**src/rtl/pipe_stage_reg_pkg.sv**
```systemverilog
// -----------------------------------------------------------------------------
// pipe_pkg
// Shared types and constants for the generic pipeline stage register.
//   state_t      : stage fill state; its encoding is also the occupancy count
//   OCC_W        : width of the occupancy output
//   STALL_CNT_W  : width of the optional backpressure stall counter
// -----------------------------------------------------------------------------
package pipe_pkg;

  localparam int OCC_W       = 2;
  localparam int STALL_CNT_W = 32;

  // The encoding equals the number of held entries.
  typedef enum logic [OCC_W-1:0] {
    ST_EMPTY = 2'd0,
    ST_ONE   = 2'd1,
    ST_TWO   = 2'd2
  } state_t;

endpackage

```
**src/rtl/pipe_stage_reg.sv**
```systemverilog
// -----------------------------------------------------------------------------
// pipe_stage_reg
// Parametrised pipeline stage register with a valid/ready handshake and a
// two-entry skid buffer. Replaces the fixed IF/ID, ID/EX, EX/MEM and MEM/WB
// registers; the instantiating stage wrapper packs its fields into ctrl/data.
//
// Ports:
//   clk        : clock, all state on the rising edge
//   rst        : asynchronous active-high reset
//   in_valid   : upstream presents an entry
//   in_ready   : stage can accept (registered, no path from out_ready)
//   in_ctrl    : upstream control bundle
//   in_data    : upstream payload
//   flush      : discard held entries and any inbound transfer this cycle
//   out_valid  : stage presents an entry
//   out_ready  : downstream accepts this cycle
//   out_ctrl   : control bundle, BUBBLE_CTRL whenever out_valid is low
//   out_data   : payload, holds its last value while out_valid is low
//   occupancy  : number of held entries (0, 1 or 2)
//   stall_cnt  : saturating count of cycles with out_valid=1, out_ready=0
//                (present only when PIPE_STAGE_PERF_EN is defined)
//
// Optional feature macro: PIPE_STAGE_PERF_EN
// -----------------------------------------------------------------------------
module pipe_stage_reg
  import pipe_pkg::*;
#(
  parameter int                DATA_W      = 32,
  parameter int                CTRL_W      = 8,
  parameter logic [CTRL_W-1:0] BUBBLE_CTRL = '0
) (
  input  logic                   clk,
  input  logic                   rst,
  input  logic                   in_valid,
  output logic                   in_ready,
  input  logic [CTRL_W-1:0]      in_ctrl,
  input  logic [DATA_W-1:0]      in_data,
  input  logic                   flush,
  output logic                   out_valid,
  input  logic                   out_ready,
  output logic [CTRL_W-1:0]      out_ctrl,
  output logic [DATA_W-1:0]      out_data,
  output logic [OCC_W-1:0]       occupancy
`ifdef PIPE_STAGE_PERF_EN
  ,
  output logic [STALL_CNT_W-1:0] stall_cnt
`endif
);

  state_t              state_q, state_d;
  logic [CTRL_W-1:0]   main_ctrl_q, skid_ctrl_q;
  logic [DATA_W-1:0]   main_data_q, skid_data_q;
  logic                accept, drain;
  logic                load_main_in, load_main_skid, load_skid;

  assign accept = in_valid & in_ready;
  assign drain  = out_valid & out_ready;

  // Next-state and register-load decisions.
  // NOTE: every signal assigned here gets a default first so no latch is inferred.
  always_comb begin
    state_d        = state_q;
    load_main_in   = 1'b0;
    load_main_skid = 1'b0;
    load_skid      = 1'b0;
    if (flush) begin
      // Flush wins: a same-cycle drain still completes downstream, but any
      // inbound entry is dropped along with everything held.
      state_d = ST_EMPTY;
    end else begin
      unique case (state_q)
        ST_EMPTY: begin
          if (accept) begin
            state_d      = ST_ONE;
            load_main_in = 1'b1;
          end
        end
        ST_ONE: begin
          if (accept && drain) begin
            load_main_in = 1'b1;
          end else if (drain) begin
            state_d = ST_EMPTY;
          end else if (accept) begin
            state_d   = ST_TWO;
            load_skid = 1'b1;
          end
        end
        ST_TWO: begin
          // in_ready is low here, so no accept can coincide with the drain.
          if (drain) begin
            state_d        = ST_ONE;
            load_main_skid = 1'b1;
          end
        end
        default: state_d = ST_EMPTY;
      endcase
    end
  end

  // NOTE: sequential state uses non-blocking assignments so every register
  // samples pre-edge values regardless of statement order.
  // NOTE: the payload registers are reset too (not left as don't-care) so
  // out_data and the skid contents read as zero after reset.
  always_ff @(posedge clk or posedge rst) begin
    if (rst) begin
      state_q     <= ST_EMPTY;
      in_ready    <= 1'b1;
      main_ctrl_q <= BUBBLE_CTRL;
      main_data_q <= '0;
      skid_ctrl_q <= '0;
      skid_data_q <= '0;
    end else begin
      state_q  <= state_d;
      // Registered from next state so out_ready never reaches in_ready
      // combinationally.
      in_ready <= (state_d != ST_TWO);
      if (load_main_in) begin
        main_ctrl_q <= in_ctrl;
        main_data_q <= in_data;
      end else if (load_main_skid) begin
        main_ctrl_q <= skid_ctrl_q;
        main_data_q <= skid_data_q;
      end
      if (load_skid) begin
        skid_ctrl_q <= in_ctrl;
        skid_data_q <= in_data;
      end
    end
  end

  assign out_valid = (state_q != ST_EMPTY);
  assign out_ctrl  = out_valid ? main_ctrl_q : BUBBLE_CTRL;
  assign out_data  = main_data_q;
  assign occupancy = OCC_W'(state_q);

`ifdef PIPE_STAGE_PERF_EN
  // Backpressure counter; saturates and is cleared only by reset.
  always_ff @(posedge clk or posedge rst) begin
    if (rst) begin
      stall_cnt <= '0;
    end else if (out_valid && !out_ready && (stall_cnt != '1)) begin
      stall_cnt <= stall_cnt + 1'b1;
    end
  end
`endif

endmodule
```
**config.mk**
```make
export PLATFORM = sky130hd
export DESIGN_NAME = pipe_stage_reg
export DESIGN_NICKNAME = d
export VERILOG_FILES = /design/src/rtl/pipe_stage_reg_pkg.sv /design/src/rtl/pipe_stage_reg.sv
export SDC_FILE = /design/constraint.sdc
export NUM_CORES = 1
export LEC_CHECK = 0
export ABC_AREA = 1
export ABC_CLOCK_PERIOD_IN_PS = 4900
export CORE_UTILIZATION = 53
export CTS_CLUSTER_DIAMETER = 80
export DETAILED_ROUTE_END_ITERATION = 7
export GPL_TIMING_DRIVEN = 0
export HOLD_SLACK_MARGIN = 0.08
export MAX_ROUTING_LAYER = met4
export PLACE_DENSITY = 0.85
export SLEW_MARGIN = 20
export SYNTH_ARGS = -nofsm -noshare
export SYNTH_HDL_FRONTEND = slang
export SYNTH_SLANG_ARGS = --single-unit
```
**constraint.sdc**
```tcl
create_clock -name clk -period 4.9 [get_ports clk]
set_input_delay 1.47 -clock clk [delete_from_list [all_inputs] [get_ports clk]]
set_output_delay 1.47 -clock clk [all_outputs]
set_load 0.02 [all_outputs]
```
Yosys cells after proc, flatten, opt, wreduce, memory -nomap -nowiden
Cells that the tools add are included.

operators by class
  muxes and demuxes = 23
  equality and inequality tests = 3
  bitwise gates (word level) = 2
  reduce and logical (&&, ||, !) cells = 4

operators with widths
  cell                count
  $mux 32             2
  $mux 8              3
  $mux 2              6
  $mux 1              10
  $pmux 2 s3          1
  $reduce_bool 2->1   2
  $and 1x1->1         2
  $eq 2x1->1 const B  1
  $eq 2x2->1 const B  1
  $logic_not 2->1     1
  $ne 2x2->1 const B  1
  $pmux 1 s2          1
  $logic_and 1x1->1   1

storage, ports and cells
  bits of input ports = 45
  output and inout bits = 44
  bits in registers = 83

Longest topological paths before layout
Gate-level depths: netlist (run 1).

  depth after elaboration = 7
  gate-level depth with buffers = 8

Worst setup path after synthesis (run 1)
Ideal clock, no wire load.

  kind = flip-flop to output port
  start = reg state_q[0] (netlist: occupancy[0])
  end = out out_ctrl[0]
  slack = 2.465 ns
  data required time = 3.430 ns
  arrival time = 0.965 ns
  stages on the path, launching flop included = 3
  path buffers = 0
  cells stage by stage = dfrtp_1 nor2_2 nor2_1

on the way
  word-level cells in the longest chain between the ends = 2

ends and longest elaborated chain
  element                   RTL line               RTL
  start: declaration        pipe_stage_reg.sv:50   state_t state_q, state_d;
  start signal: assignment  pipe_stage_reg.sv:113  state_q <= state_d;
  $reduce_bool 2->1         pipe_stage_reg.sv:131  assign out_valid = (state_q != ST_EMPTY);
  $mux 8                    pipe_stage_reg.sv:132  assign out_ctrl = out_valid ? main_ctrl_q : BUBBLE_CTRL;
  end: declaration          pipe_stage_reg.sv:41   output logic [CTRL_W-1:0] out_ctrl,

Every way passes these cells.

Worst setup path in the final report (run 1)
  start = reg state_q[1] (netlist: occupancy[1])
  end = out out_valid

on the way
  word-level cells in the longest chain between the ends = 1

ends and longest elaborated chain
  element            RTL line               RTL
  $reduce_bool 2->1  pipe_stage_reg.sv:131
  end: declaration   pipe_stage_reg.sv:39   output logic out_valid,

Every way passes these cells.

==> impl_metrics.py, run 1 <==
metrics = {
    "outcome": {
        "status": "finished, final reports clean",
    },
    "place": {
        "numPlacedInstances": 608,
        "postPlaceCellArea_um2": 4716,
        "post-place-ws_ns": 1.702,
        "gp_congestion": 0.8512,
        "dpl.hpwl_um": 6343,
        "port-buffer-count": 88,
    },
    "power": {
        "vdd_drop_max_mv": 0.2749,
        "swShare": 0.3067,
        "p_int_mw": 1.381,
        "p_clk_frac": 0.271,
        "leakagePower_nw": 2.361,
        "powerDensity_nw_per_um2": 403.9,
        "p_comb_frac": 0.256,
        "p_seq_frac": 0.472,
        "fin_total_pwr_mw": 1.992,
        "switchingPower_mw": 0.6108,
    },
    "synth": {
        "synth.most_common_cell": "nand3_1",
        "synth_top_area_share": 0.5539,
        "ys_ff_latch": 83,
        "yosysTopAreaCell": "dfrtp_1",
        "synth.distinct_cells": 15,
        "ys_top_cells_by_count": "158 x nand3_1, 82 x dfrtp_1, 57 x inv_1, 48 x nand2_1, 40 x o21ai_1",
        "avgSynthCellArea_um2": 8.439,
        "ys_warn_count": 0,
        "async_flop_share": 1.000,
        "ys_top_cells_by_area": "dfrtp_1 55%, nand3_1 21%, inv_1 5.8%, o21ai_1 5.4%, nand2_1 4.9%",
        "synth_edf_count": 0,
        "synthesis.area_um2": 3705,
        "synthFlopType": "dfrtp_1",
        "seq_area_frac_synth": 0.5610,
        "synthCells": 439,
        "synth_nets": 484,
    },
    "job": {
        "max_cap_violations": 0,
    },
    "die": {
        "rows": 30,
        "die_h_um": 85.61,
        "design.die.area_um2": 7328,
        "core_area_um2": 6756,
        "num_io_pins": 89,
        "die_w_um": 85.61,
        "start_util": 0.5483,
    },
    "timing": {
        "period_share": 0.6909,
        "skew_ns": 0.01291,
        "setup_ws_ns": 1.514,
        "fin_setup_tns_ns": 0,
        "tightest_slew_ns": 0.5184,
        "hold-worst-slack_ns": 0.4966,
        "setup_viol": 0,
        "fmax_mhz": 295.4,
        "hold_viol": 0,
        "slew_headroom": 0.6544,
        "slew_violations": 0,
        "min_period_ns": 3.386,
        "rsz0062_at_grt": "false",
    },
    "min_path": {
        "hold_end": "skid_data_q[23]",
        "hold_path_depth": 2,
        "hp-start": "skid_data_q[23]",
        "hp-class": "reg2reg",
    },
    "grt": {
        "grt_pass1_wl_um": 16000,
        "antenna_found_initial": 0,
        "grt_pass1_vias": 3406,
        "overflow": 0,
        "grt_max_degree": 54,
        "grt_util_all_layers": 0.2873,
    },
    "clock_tree": {
        "cts_tree": "yes",
        "clock_latency_ns": 0.36,
        "cts_resized": 0,
        "cts.clk_slew.worst_paths_ns": 0.07,
        "ctsHoldBuffers": 0,
        "htreeDepth": 3,
        "root_buffer": "clkbuf_8",
        "cts.sinks": 83,
        "post-cts-setup-buffers": 0,
        "cts_made_buffers": 9,
        "ctsLongestPathBuffers": 2,
    },
    "route": {
        "drcViolationCount": 0,
        "routedWlPerCell_um": 15.07,
        "vias": 3496,
        "vias_per_cell": 5.612,
        "dr.first_iter.drc_count": 229,
        "drtAntennaViolNets": 0,
        "drtPass1Iterations": 5,
        "totalWireLength_um": 9386,
    },
    "cells_and_area": {
        "diodes": 0,
        "drive_above_1_share": 0.06446,
        "fin_cells": 623,
        "postLayoutCellArea_um2": 4931,
        "area_delta_synth_final_pct": 33.10,
        "num-nets-final": 584,
        "final_core_util": 0.7298,
    },
    "setup_path": {
        "required_ns": 3.43,
        "cp.arrival_ns": 1.92,
        "r2r_end": "skid_data_q[19]",
        "critPathMaxFanout": 9,
        "ff2ff_setup_slack_ns": 3.12,
        "cp-end-kind": "output pin",
        "r2r-start": "in_ready",
        "cp-start-kind": "flip-flop",
        "setup.worst_path.class": "reg2out",
        "reg2reg_depth": 6,
    },
}
sequential cells by signal, summed over array words and instances, names as in the netlist:
name	cells
skid_data_q	32
out_data	32
main_ctrl_q	8
skid_ctrl_q	8
in_ready	1
occupancy	2
cell families after synthesis:
kind of cell,share of synthesized area
AOI/OAI and AO/OA,0.06180
and+or+nand+nor,0.2830
buffers and inverters,0.09423
DFF,0.5610
cell usage in the layout (no fill, tap or decap), types with 2 or more instances in the layout:
cell               n
nor2_2             3
nand3_1          158
clkbuf_8          10
clkinv_2           2
buf_2             12
nand2_1           48
bufinv_16          2
clkdlybuf4s50_1   88
dfrtp_1           82
o21ai_0            3
inv_1             56
clkbuf_1          20
nor2_1            11
o21ai_1           40
worst max-delay path, cell delays in order, from the launching register on:
cell and delay, ns:
dfrtp_1 0.47, nor2_2 0.39, inv_1 0.14, clkdlybuf4s50_1 0.56
worst max path at each step:
stage,start,endpoint,slack [ns],cells after the start
global route,occupancy[1],out_valid,1.40,3
CTS,occupancy[1],out_valid,1.53,3
detailed placement,in_valid,skid_data_q[19],1.70,7
floorplan,rst,main_ctrl_q[0],1.29,1
global placement,rst,main_ctrl_q[1],0.05,2
finish,occupancy[1],out_valid,1.51,3
routing by layer:
layer	up-vias	part of all wire	routed length, µm	track usage
met5	-	0	0	-
met1	1665	0.42	3936	0.3780
met2	157	0.50	4657	0.4480
li1	1652	-	-	-
met4	0	0.021	200	0.1197
met3	22	0.063	592	0.04620
power by group through the flow:
stage	registers (mW)	clock network [mW]	logic, mW
global placement	0.942	0	0.491
floorplan	1.00	0	0.216
CTS	0.939	0.542	0.513
finish	0.941	0.540	0.511
global route	0.957	0.575	0.564
detailed placement	0.952	0	0.509
final cells by class:
type                    count  area [µm²]
clock inverters             5       77.57
repair buffers             89       908.4
flip-flops and latches     83        2078
inverters                  57       216.5
well taps                  80       100.1
multi-input cells         267        1277
plain buffers              32       135.1
clock buffers              10       137.6
fillers                   523        1826
(Power assumes the default switching activity.)
==> run 2, diff against run 1 <==
Settings changed: ABC_CLOCK_PERIOD_IN_PS 4900 to 2800, CORE_UTILIZATION 53 to 45, PLACE_DENSITY 0.85 to 0.76.
Clock period 4.9 ns to 2.8 ns, I/O delays scaled along.
==> impl_metrics.py, run 2 (synthesis results as in run 1) <==
metrics = {
    "timing": {
        "fmax_mhz": 382.7,
        "slew_violations": 0,
        "skew_ns": 0.01026,
        "rsz0062_at_grt": "false",
        "hold_viol": 0,
        "fin_setup_tns_ns": 0,
        "tightest_slew_ns": 0.6725,
        "setup_viol": 0,
        "period_share": 0.9332,
        "min_period_ns": 2.613,
        "hold-worst-slack_ns": 0.4957,
        "slew_headroom": 0.5507,
    },
    "power": {
        "fin_total_pwr_mw": 3.585,
        "leakagePower_nw": 2.373,
        "powerDensity_nw_per_um2": 715.4,
        "p_clk_frac": 0.292,
        "swShare": 0.3041,
        "p_seq_frac": 0.458,
        "p_int_mw": 2.495,
        "vdd_drop_max_mv": 0.3425,
        "switchingPower_mw": 1.090,
        "p_comb_frac": 0.250,
    },
    "setup_path": {
        "cp-start-kind": "flip-flop",
        "critPathSlowestCell": "clkdlybuf4s50_1",
        "critPathMaxFanout": 9,
        "max_stage_delay_ns": 0.56,
        "cp.arrival_ns": 1.77,
        "crit_chain": "nor2_4 > inv_1 > clkdlybuf4s50_1",
        "cp-end-kind": "output pin",
        "r2r-start": "in_ready",
        "setup.worst_path.class": "reg2out",
        "critPathLaunch": "occupancy[0]",
        "required_ns": 1.96,
    },
    "route": {
        "wl_met3_um": 722,
        "wl_met2_um": 4491,
        "totalWireLength_um": 9531,
        "routedWlPerCell_um": 14.73,
        "drtPass1Iterations": 4,
        "vias": 3462,
        "drcViolationCount": 0,
        "drtAntennaViolNets": 0,
        "dr.first_iter.drc_count": 198,
        "top_layer_used": "met4",
        "wl_met1_um": 4146,
        "vias_per_cell": 5.351,
    },
    "cells_and_area": {
        "area_delta_synth_final_pct": 35.26,
        "num-nets-final": 585,
        "drive_above_1_share": 0.06606,
        "final_core_util": 0.6386,
        "final_cell_mix": "158 x nand3_1, 88 x clkdlybuf4s50_1, 82 x dfrtp_1, 56 x inv_1, 48 x nand2_1",
        "final_common_cell": "nand3_1",
        "diodes": 0,
        "nFillCells": 715,
    },
    "clock_tree": {
        "post-cts-setup-buffers": 0,
        "cts_made_buffers": 9,
        "ctsHoldBuffers": 0,
        "root_buffer": "clkbuf_8",
        "cts.clk_slew.worst_paths_ns": 0.08,
        "clock_latency_ns": 0.37,
        "htreeDepth": 3,
        "ctsLongestPathBuffers": 2,
        "cts.sinks": 83,
        "cts_tree": "yes",
    },
    "place": {
        "gp_congestion": 0.8130,
        "dpl.hpwl_um": 6498,
        "port-buffer-count": 88,
    },
    "die": {
        "core_area_um2": 7848,
        "start_util": 0.4721,
        "die_h_um": 92.74,
        "design.die.area_um2": 8600,
        "rows": 32,
        "num_io_pins": 89,
        "die_w_um": 92.74,
    },
    "min_path": {
        "hp-start": "skid_data_q[22]",
        "hp-class": "reg2reg",
    },
    "job": {
        "max_cap_violations": 0,
    },
    "grt": {
        "grt_pass1_vias": 3373,
        "grt_util_all_layers": 0.2459,
        "overflow": 0,
        "grt_pass1_wl_um": 16040,
        "antenna_found_initial": 0,
        "grt_max_degree": 36,
    },
    "outcome": {
        "status": "finished, final reports clean",
    },
}
## run 2: changes by cell type in the layout (fill, tap and decap cells not counted), sizes merged
cell and change:
clkinvlp +2, clkinv -1, buf +1, inv -1, bufinv +1
## run 2: metal layers
| layer | GRT usage | vias to the layer above |
|---|---|---|
| met1 | 0.3287 | 1646 |
| li1 | - | 1654 |
| met2 | 0.3784 | 147 |
| met5 | - | - |
| met4 | 0.09231 | 0 |
| met3 | 0.04187 | 15 |
## run 2: cell type report
class	count	area [µm²]	area share
inverter	57	217.7	0.04345
clock buffer	10	127.6	0.02547
sequential	83	2078	0.4147
multi-input combinational	267	1282	0.2559
buffer	32	135.1	0.02697
clock inverter	6	113.9	0.02272
timing repair buffer	90	928.4	0.1853
tap	102	127.6	0.02547
## run 2: critical path, delay by kind of cell (launching register included)
family                 cells  cell delay [ns]
AND/OR/NAND/NOR            1             0.25
flip-flops                 1             0.48
buffers and inverters      2             0.68
## run 2: final timing paths
kind	to	slack, ns	cells after the start
max in group asynchronous	out_data[5]	1.30	3
max	out_valid	0.19	3
max reg2reg	skid_data_q[10]	1.04	6
min	skid_data_q[22]	0.50	2
min in group asynchronous	skid_data_q[17]	0.90	2
min reg2reg	skid_data_q[22]	0.50	2
## run 2: power groups by stage
| stage | clock [mW] | sequential (mW) | combinational [mW] |
|---|---|---|---|
| floorplan | 0 | 1.75 | 0.379 |
| global placement | 0 | 1.65 | 0.865 |
| detailed placement | 0 | 1.66 | 0.899 |
| CTS | 1.05 | 1.64 | 0.902 |
| global route | 1.10 | 1.68 | 0.995 |
| finish | 1.05 | 1.64 | 0.895 |
## run 2: what timing repair did
action	CTS	global route
hold endpoints to repair	0	0
resized for setup	0	1
endpoints found under the setup margin	0	1
## run 2: per-stage QoR
| stage | instances | setup WS, ns | area, µm² |
|---|---|---|---|
| after CTS | 647 | 0.05962 | 5006 |
| final | 647 | 0.1872 | 5011 |
| after global routing | 647 | 0.09241 | 5011 |
| after detailed placement | 631 | 0.2372 | 4765 |
| after global placement | 629 | 0.09971 | 4717 |
| after floorplan | 439 | 0.9948 | 3709 |
